===== src/rtl/pc_gen.sv =====
// Fetch-stage program-counter generator: trap/jump redirects, sequential advance,
// and next-PC prediction from a direct-mapped branch target buffer.
module pc_gen #(
    parameter int unsigned     XLEN        = 32,
    parameter logic [XLEN-1:0] RESET_VEC   = '0,
    parameter int unsigned     BTB_ENTRIES = 8
) (
    input  logic            clk,
    input  logic            rst,
    input  logic            stall_i,
    input  logic            if_ready_i,
    input  logic            jump_en_i,
    input  logic [XLEN-1:0] jump_addr_i,
    input  logic [XLEN-1:0] jump_src_pc_i,
    input  logic            trap_en_i,
    input  logic [XLEN-1:0] trap_addr_i,
    output logic [XLEN-1:0] pc_addr_o,
    output logic            pc_valid_o,
    output logic            pred_taken_o,
    output logic            misalign_o
);

    localparam int unsigned IDX   = $clog2(BTB_ENTRIES);
    localparam int unsigned TAG_W = XLEN - IDX - 2;
    localparam int unsigned TGT_W = XLEN - 2;

    typedef enum logic [1:0] {
        BOOT  = 2'd0,
        RUN   = 2'd1,
        FAULT = 2'd2
    } state_e;

    state_e                 state_q, state_d;
    logic [XLEN-1:0]        pc_q, pc_d;
    logic [BTB_ENTRIES-1:0] btb_valid_q, btb_valid_d;
    logic [TAG_W-1:0]       btb_tag_q [BTB_ENTRIES];
    logic [TGT_W-1:0]       btb_tgt_q [BTB_ENTRIES];

    logic             btb_we;
    logic [IDX-1:0]   wr_idx;
    logic [TAG_W-1:0] wr_tag;
    logic [TGT_W-1:0] wr_tgt;
    logic [IDX-1:0]   lkp_idx;
    logic [TAG_W-1:0] lkp_tag;
    logic             btb_hit;
    logic [XLEN-1:0]  trap_vec;
    logic             jump_misaligned;
    logic             unused_addr_bits;

    // Lookup reads the registered pc and the pre-write BTB contents.
    assign lkp_idx = pc_q[IDX+1:2];
    assign lkp_tag = pc_q[XLEN-1:IDX+2];
    assign btb_hit = btb_valid_q[lkp_idx] && (btb_tag_q[lkp_idx] == lkp_tag);

    assign trap_vec        = {trap_addr_i[XLEN-1:2], 2'b00};
    assign jump_misaligned = |jump_addr_i[1:0];
    assign wr_idx          = jump_src_pc_i[IDX+1:2];
    assign wr_tag          = jump_src_pc_i[XLEN-1:IDX+2];
    assign wr_tgt          = jump_addr_i[XLEN-1:2];
    assign unused_addr_bits = ^{trap_addr_i[1:0], jump_src_pc_i[1:0]};

    always_comb begin
        // NOTE: every variable gets a default before the case so no path infers a latch.
        state_d     = state_q;
        pc_d        = pc_q;
        btb_we      = 1'b0;
        btb_valid_d = btb_valid_q;

        unique case (state_q)
            BOOT, RUN: begin
                if (trap_en_i) begin
                    pc_d    = trap_vec;
                    state_d = RUN;
                end else if (jump_en_i && !jump_misaligned) begin
                    pc_d    = jump_addr_i;
                    btb_we  = 1'b1;
                    state_d = RUN;
                end else if (jump_en_i) begin
                    state_d = FAULT;
                end else begin
                    state_d = RUN;
                    if (state_q == RUN && if_ready_i && !stall_i) begin
                        pc_d = btb_hit ? {btb_tgt_q[lkp_idx], 2'b00} : pc_q + XLEN'(4);
                    end
                end
            end
            FAULT: begin
                if (trap_en_i) begin
                    pc_d    = trap_vec;
                    state_d = RUN;
                end
            end
            default: state_d = BOOT;
        endcase

        if (btb_we) begin
            btb_valid_d[wr_idx] = 1'b1;
        end
    end

    // NOTE: sequential state uses non-blocking assignments so all flops update together.
    always_ff @(posedge clk) begin
        if (!rst) begin
            state_q     <= BOOT;
            pc_q        <= RESET_VEC;
            btb_valid_q <= '0;
        end else begin
            state_q     <= state_d;
            pc_q        <= pc_d;
            btb_valid_q <= btb_valid_d;
        end
    end

    // NOTE: tag/target storage has no reset; the cleared valid bits make stale contents harmless.
    always_ff @(posedge clk) begin
        if (rst && btb_we) begin
            btb_tag_q[wr_idx] <= wr_tag;
            btb_tgt_q[wr_idx] <= wr_tgt;
        end
    end

    assign pc_addr_o    = pc_q;
    assign pc_valid_o   = (state_q == RUN);
    assign misalign_o   = (state_q == FAULT);
    assign pred_taken_o = pc_valid_o && btb_hit;

endmodule


===== config.mk =====
export PLATFORM = sky130hd
export DESIGN_NAME = pc_gen
export DESIGN_NICKNAME = d
export VERILOG_FILES = /design/src/rtl/pc_gen.sv
export SDC_FILE = /design/constraint.sdc
export NUM_CORES = 1
export LEC_CHECK = 0
export CORE_MARGIN = 1.5
export CORE_UTILIZATION = 51
export DETAILED_ROUTE_END_ITERATION = 7
export PLACE_DENSITY = 0.73
export SLEW_MARGIN = 20
export SYNTH_ARGS = -nofsm -noshare
export SYNTH_HDL_FRONTEND = slang
export SYNTH_SLANG_ARGS = --single-unit

===== constraint.sdc =====
create_clock -name clk -period 5.41 [get_ports clk]
set_clock_uncertainty 0.05 [all_clocks]
set_input_delay 0.541 -clock clk [delete_from_list [all_inputs] [get_ports clk]]
set_output_delay 0.541 -clock clk [all_outputs]
set_load 0.02 [all_outputs]

==> results.md, run 1 <==
* Post-synth EDFFs at about 460
* CTS tree: built
* Vias in the first global route at 11150
* Setup tns final at 0 ns
* Drt total wl at 47.18 mm
* Synth top area cells: edfxtp_1 67%, mux4_2 12%, dfxtp_1 4.4%, mux2i_1 3.5%, xor2_1 1.8%
* Worst min path class: reg -> reg
* Gr ovfl total at 0
* Max VDD drop at 0.2551 mV
* Port bufs at 132
* Initial Util at 0.5150
* Lkg Pwr at between 0.007 and 0.008 uW
* Hold Fails Final Rpt at 0
* Max-cap check violation count at 0
* DRT antenna net count at 0
* CTS sink cnt at 501
* Unrepaired setup endpoints after global routing: no
* Via Count at between 10000 and 15000
* CTS HTree Levels at 2
* Crit path DAT at 4.25 ns
* First drt pass iteration count at 5
* Top cells by instance count after synthesis: 456 x edfxtp_1, 111 x mux4_2, 71 x mux2i_1
* FF+latch count, synth at 501
* I/O pin cnt at approximately 140
* Syn_nets at 1182
* Layout cell share with drive strength beyond 1 at 0.1803
* Root Driver: clkbuf_16
* Final Setup Violations at 0
* Synth Warn # at 0
* Cell Chain, Critical Path: buf_12 -> mux4_2 -> mux2i_1 -> xor2_1 -> nand4_1 -> nor4_2 -> and3_1 -> and2_1 -> clkdlybuf4s50_1
* Critical path class: reg -> out
* Crit start category: flip-flop
* Crit path largest cell delay at 0.79 ns
* Synth area leader: edfxtp_1
* Most frequent cell after synthesis: edfxtp_1
* Main synth FF type: edfxtp_1
* Register area share after synthesis at 0.7165
* Largest net degree at the start of global routing at 59
* Max-slew violation count at 0
* DRC Markers at 0
* Cts hold-fix bufs at 0
* Fmax at 206.5 MHz
* Core ar. at ~40000 sq um
* Worst skew pair latency at ~0.56 ns
* Ys async rst share at 0
* Cell Pwr Density at around 360 nW/um^2
* Starting DRT DRC Count at 1124
* Die span in x at between 200 and 250 um
* Post-route setup slack at 0.5681 ns
* Synth Area per Inst at 18.88 sq um
* Nets at 1333
* Die span in y at 202.8 um
* Worst Tran Pin Value at 1.151 ns
* Worst-path clk slew at roughly 0.06 ns
* Tcrit/Tclk final at 0.8950
* Slowest CP cell: dfxtp_4
* CP endpoint kind: output port
* Routed WL per cell at about 26 um
* Setup bufs post-CTS at 0
* Cell variety after synth at 54
* Post-synth top area share at 0.6723
* Area Growth Syn to Fin at 17.17%
* Fill cells at 2811
* Routability congestion estimate at 0.7885
* Bufs on Longest Clock Path at 3
* Hold Slack at approximately 0.41 ns
* Detailed placer's ending HPWL at 28.15 mm
* Avg Vias per Cell at 6.021
* Tmin final at between 4 and 5 ns
* Status: complete, no violations
* CP max FO at 36
* Place WS at approximately 1.2 ns
* Die area at 41140 sq um
* Slew headroom at 0.2327
* FP Rows at 73
* Post-synthesis cell area at 20370 sq um
* Post-CTS resize count at 0
* Mapped Cells at 1079
* GRT Util Overall at 0.2359
* First-pass GRT wire length at 71.16 mm
* Initial antenna violation count at 2
* Critical Path RT at 4.82 ns
* Total CTS buffers at 49
==> metal layers <==
| metal | share of wire | routed length (um) | vias to the layer above | global-route usage |
|---|---|---|---|---|
| met3 | 0.066 | 3117 | 73 | 0.03692 |
| met5 | 0.00036 | 17 | - | 0 |
| met4 | 0.023 | 1093 | 2 | 0.06640 |
| met1 | 0.42 | 19900 | 5605 | 0.3317 |
| met2 | 0.49 | 23060 | 420 | 0.3867 |
| li1 | - | - | 4713 | - |
==> placed cells by master (no fill, tap or decap), types with 3 or more instances in the layout <==
cell type          n
or3_1              5
nand4_1            9
or2_2              5
a22oi_1           25
nor2b_1            3
a221oi_1           7
a21o_1             9
a32o_1            11
mux2_2             5
and3_1            11
clkbuf_16         51
mux4_2           111
nor2_4             6
inv_1              4
and2_1             5
o21ai_0           23
xor2_1            41
dfxtp_1           42
nand2b_1           8
mux2i_1           71
dfxtp_4            3
and4_1             4
nor2_1            11
nand3_1           14
edfxtp_1         456
clkbuf_8           3
xnor2_1           12
nand2_1           64
o22ai_1            5
buf_4             27
clkinv_2           3
clkbuf_1          20
o211ai_1           5
clkinv_1          11
a22o_1            12
clkdlybuf4s50_1  131
a21oi_1            6
==> critical path, delay by kind of cell (launching register included) <==
| family | cells | cell delay (ns) |
|---|---|---|
| xor+xnor | 1 | 0.18 |
| buf+inv | 2 | 0.87 |
| flops | 1 | 0.79 |
| mux | 2 | 0.79 |
| simple gates | 4 | 0.98 |
==> path summary, 6_finish.rpt <==
check	start	end	slack [ns]	depth (start not counted)
max	flip-flop	pred_taken_o	0.57	9
min	btb_valid_q[7]	btb_valid_q[7]	0.41	1
max reg2reg	flip-flop	pc_addr_o[1]	1.66	10
min reg2reg	btb_valid_q[7]	btb_valid_q[7]	0.41	1
==> registers in the layout, indices dropped and copies added, names as in the netlist, named ones only <==
signal	flops
btb_tgt_q	240
pc_addr_o	32
state_q	2
btb_tag_q	216
btb_valid_q	8
==> kinds of logic after synthesis <==
kind of cell | synth area share
buffers and inverters | 0.01714
adder cells (fa/ha/maj) | 0.0006142
multiplexers | 0.1622
AND/OR/NAND/NOR | 0.03975
AO/OA/AOI/OAI | 0.04092
XOR/XNOR | 0.02279
flip-flops | 0.7165
==> cell type report <==
class | instances | area [sq um] | area share
clock inverters | 17 | 125.1 | 0.005243
diodes | 1 | 2.502 | 0.0001049
flip-flops and latches | 501 | 14610 | 0.6120
clock buffers | 74 | 1393 | 0.05836
repair buffers | 161 | 1559 | 0.06533
inverters | 4 | 15.01 | 0.0006292
well taps | 525 | 656.9 | 0.02753
multi-input cells | 513 | 5508 | 0.2308
==> metrics by stage <==
| stage | area (sq um) | util | cells | total power, uW |
|---|---|---|---|---|
| after global placement | 22340 | 0.5650 | 1704 | 5433 |
| after floorplan | 20380 | - | 1079 | 5082 |
| final | 23860 | 0.6034 | 1796 | 8598 |
| after detailed placement | 22340 | 0.5650 | 1704 | 5448 |
| after CTS | 23860 | 0.6033 | 1795 | 8645 |
| after global routing | 23860 | 0.6034 | 1796 | 8862 |
==> power breakdown <==
| part | switching, uW | internal, uW |
|---|---|---|
| clock | 1370 | 1870 |
| combinational | 469 | 499 |
| sequential | 139 | 4250 |
No activity file was read; power rests on OpenSTA's default activity.
==> run 2: changes to the inputs <==
--- a/config.mk
+++ b/config.mk
@@ -7,8 +7,11 @@
 export LEC_CHECK = 0
 export CORE_MARGIN = 1.5
 export CORE_UTILIZATION = 51
+export CTS_BUF_LIST = sky130_fd_sc_hd__clkbuf_8
 export DETAILED_ROUTE_END_ITERATION = 7
-export PLACE_DENSITY = 0.73
+export DONT_BUFFER_PORTS = 1
+export PLACE_DENSITY = 0.69
+export SETUP_SLACK_MARGIN = 0.05
 export SLEW_MARGIN = 20
 export SYNTH_ARGS = -nofsm -noshare
 export SYNTH_HDL_FRONTEND = slang
==> results.md, run 2 (synthesis gave the netlist of run 1 again) <==
* Most frequent cells in the layout: 456 x edfxtp_1, 111 x mux4_2, 91 x clkbuf_8, 71 x mux2i_1, 64 x nand2_1
* CP max FO at 32 (-11%)
* Post-route setup slack at 0.8967 ns (+0.3286 ns)
* Total CTS buffers at 81 (+65%)
* Initial Util at 0.5150 (unchanged)
* Port bufs at 0 (-100%)
* Cell Pwr Density at 358.2 nW/um^2 (-0.59%)
* CTS HTree Levels at 3 (+1)
* Crit path DAT at 3.92 ns (-0.33 ns)
* Starting DRT DRC Count at 1086 (-3.4%)
* FP Rows at 73 (unchanged)
* Unrepaired setup endpoints after global routing: no
* Number of flip-flops in the largest register at 240 (unchanged)
* Nets at 1291 (-3.2%)
* Crit start category: flip-flop
* Critical Path RT at 4.82 ns (about the same)
* Bufs on Longest Clock Path at 3 (unchanged)
* Power share of the combinational group at 0.106 (-0.007)
* Setup crit end: pred_taken_o
* CTS sink cnt at 501 (unchanged)
* Hold Fails Final Rpt at 0 (unchanged)
* Multi-input gate area at 5514 sq um (+0.11%)
* Tcrit/Tclk final at 0.8343 (-0.06074)
* Worst min path class: in -> reg
* GRT Util Overall at 0.2408 (+0.004846)
* Pint at 6267 uW (-5.3%)
* Largest net degree at the start of global routing at 59 (unchanged)
* Worst-path clk slew at 0.07 ns (about the same)
* Reg power frac at 0.532 (+0.021)
* Die span in y at 202.8 um (unchanged)
* Layout cell share with drive strength beyond 1 at 0.2170 (+0.03666)
* Max-slew violation count at 0 (unchanged)
* Fin area at 23130 sq um (-3.1%)
* Via Count at 10760 (-0.53%)
* Gr ovfl total at 0 (unchanged)
* Die area at 41140 sq um (unchanged)
* Initial antenna violation count at 6 (+4)
* Reg2Reg Setup Slack at 1.24 ns (-0.42 ns)
* Tmin final at 4.513 ns (-0.3286 ns)
* Lkg Pwr at 0.007649 uW (-1.3%)
* Detailed placer's ending HPWL at 27.60 mm (-2.0%)
* Hold Slack at 0.06926 ns (-0.3378 ns)
* Status: complete, no violations
* I/O pin cnt at 137 (unchanged)
* Slew headroom at 0.2448 (+0.01218)
* NetSw at 2018 uW (+1.9%)
* Die span in x at 202.8 um (unchanged)
* Max VDD drop at 0.1705 mV (-33%)
* First-pass GRT wire length at 71.52 mm (+0.50%)
* Routability congestion estimate at 0.7981 (+1.2%)
* Clk pwr share at 0.363 (-0.014)
* Core ar. at 39550 sq um (unchanged)
* Setup tns final at 0 ns (unchanged)
* Fmax at 221.6 MHz (+7.3%)
* Vias in the first global route at 10990 (-1.4%)
* Switching share of power at 0.2436 (+0.01328)
* Register area at 14610 sq um (unchanged)
* Area Growth Syn to Fin at 13.58%
* Max-cap check violation count at 0 (unchanged)
* DRT antenna net count at 0 (unchanged)
* Reg with most FFs: btb_tgt_q
* DP Area at 21030 sq um (-5.9%)
* First drt pass iteration count at 5 (unchanged)
* Root Driver: clkbuf_8
* Routed WL per cell at 27.17 um (+3.4%)
* Worst skew pair latency at 0.63 ns (+0.07 ns)
* R2R depth at 9 (-1)
* Worst Tran Pin Value at 1.133 ns (-0.01828 ns)
* Avg Vias per Cell at 6.053 (+0.54%)
* FF-to-FF End: pc_addr_o[11]
* Commonest non-fill, non-tap cell in the layout: edfxtp_1
* CTS tree: built
* DRC Markers at 0 (unchanged)
* Drt total wl at 48.27 mm (+2.3%)
* CP endpoint kind: output port
* Place WS at 1.265 ns (+0.08134 ns)
* Fill cells at 2898 (+3.1%)
* Critical path class: reg -> out
* Final Setup Violations at 0 (unchanged)
==> run 2: cell types whose count changed in the layout (fill, tap and decap cells not counted), moves of 3 or more <==
cell / delta
clkbuf_1: -20
clkinv_1: -4
clkbuf_16: -51
clkbuf_8: +88
clkdlybuf4s50_1: -131
dlygate4sd3_1: +58
inv_1: +35
clkinvlp_4: +3
clkinv_2: +4
==> run 2: worst min-delay path by stage <==
stage / end / slack (ns) / cells after the start / startpoint
after CTS: pc_addr_o[8] / 0.05 / 2 / rst
after global placement: btb_valid_q[1] / 0.38 / 1 / btb_valid_q[1]
after global routing: pc_addr_o[16] / 0.08 / 2 / jump_addr_i[16]
final: pc_addr_o[8] / 0.07 / 2 / rst
after floorplan: btb_valid_q[2] / 0.37 / 1 / btb_valid_q[2]
after detailed placement: btb_valid_q[2] / 0.38 / 1 / btb_valid_q[2]
==> run 2: final cells by class <==
type / count / share of cell area
Multi-Input combinational cell: 513 / 0.2384
Timing Repair Buffer: 87 / 0.03613
Tap cell: 525 / 0.02840
Clock buffer: 91 / 0.05414
Clock inverter: 53 / 0.01060
Antenna cell: 3 / 0.0003245
Sequential cell: 501 / 0.6314
Inverter: 4 / 0.0006491
==> run 2: repair_timing <==
| item | in CTS | in global routing |
|---|---|---|
| buffers inserted | 0 | 0 |
| hold buffers | 59 | 0 |
| hold endpoints to repair | 492 | 0 |
| gates resized for setup | 0 | 0 |
==> run 2: per-layer routing <==
layer  part of all wire  vias to the layer above  track usage
met5            0.00048                        -            0
met4              0.024                        4      0.08042
met3              0.087                       82      0.06838
met2               0.48                      442       0.3767
met1               0.41                     5591       0.3279
li1                   -                     4637            -
==> run 2: stage by stage <==
step,cells,total power (uW),utilization
floorplan,1079,5082,-
finish,1777,8285,0.5849
CTS,1774,8362,0.5847
detailed placement,1571,5289,0.5317
global route,1775,8592,0.5848
global placement,1571,5283,0.5315
==> run 2: critical path, cell delays in order (launching register included) <==
cell and delay, ns:
dfxtp_4 0.72, buf_4 0.54, mux4_2 0.40, mux2i_1 0.27, xor2_1 0.18, nand4_1 0.16, nor4_2 0.38, and3_1 0.35
and2_1 0.28
==> run 2: power by group through the flow <==
| stage | sequential [uW] | clock (uW) | combinational, uW |
|---|---|---|---|
| detailed placement | 4490 | 0 | 801 |
| finish | 4400 | 3010 | 875 |
| global route | 4410 | 3240 | 943 |
| CTS | 4410 | 3070 | 886 |
| global placement | 4490 | 0 | 796 |
| floorplan | 4390 | 0 | 691 |
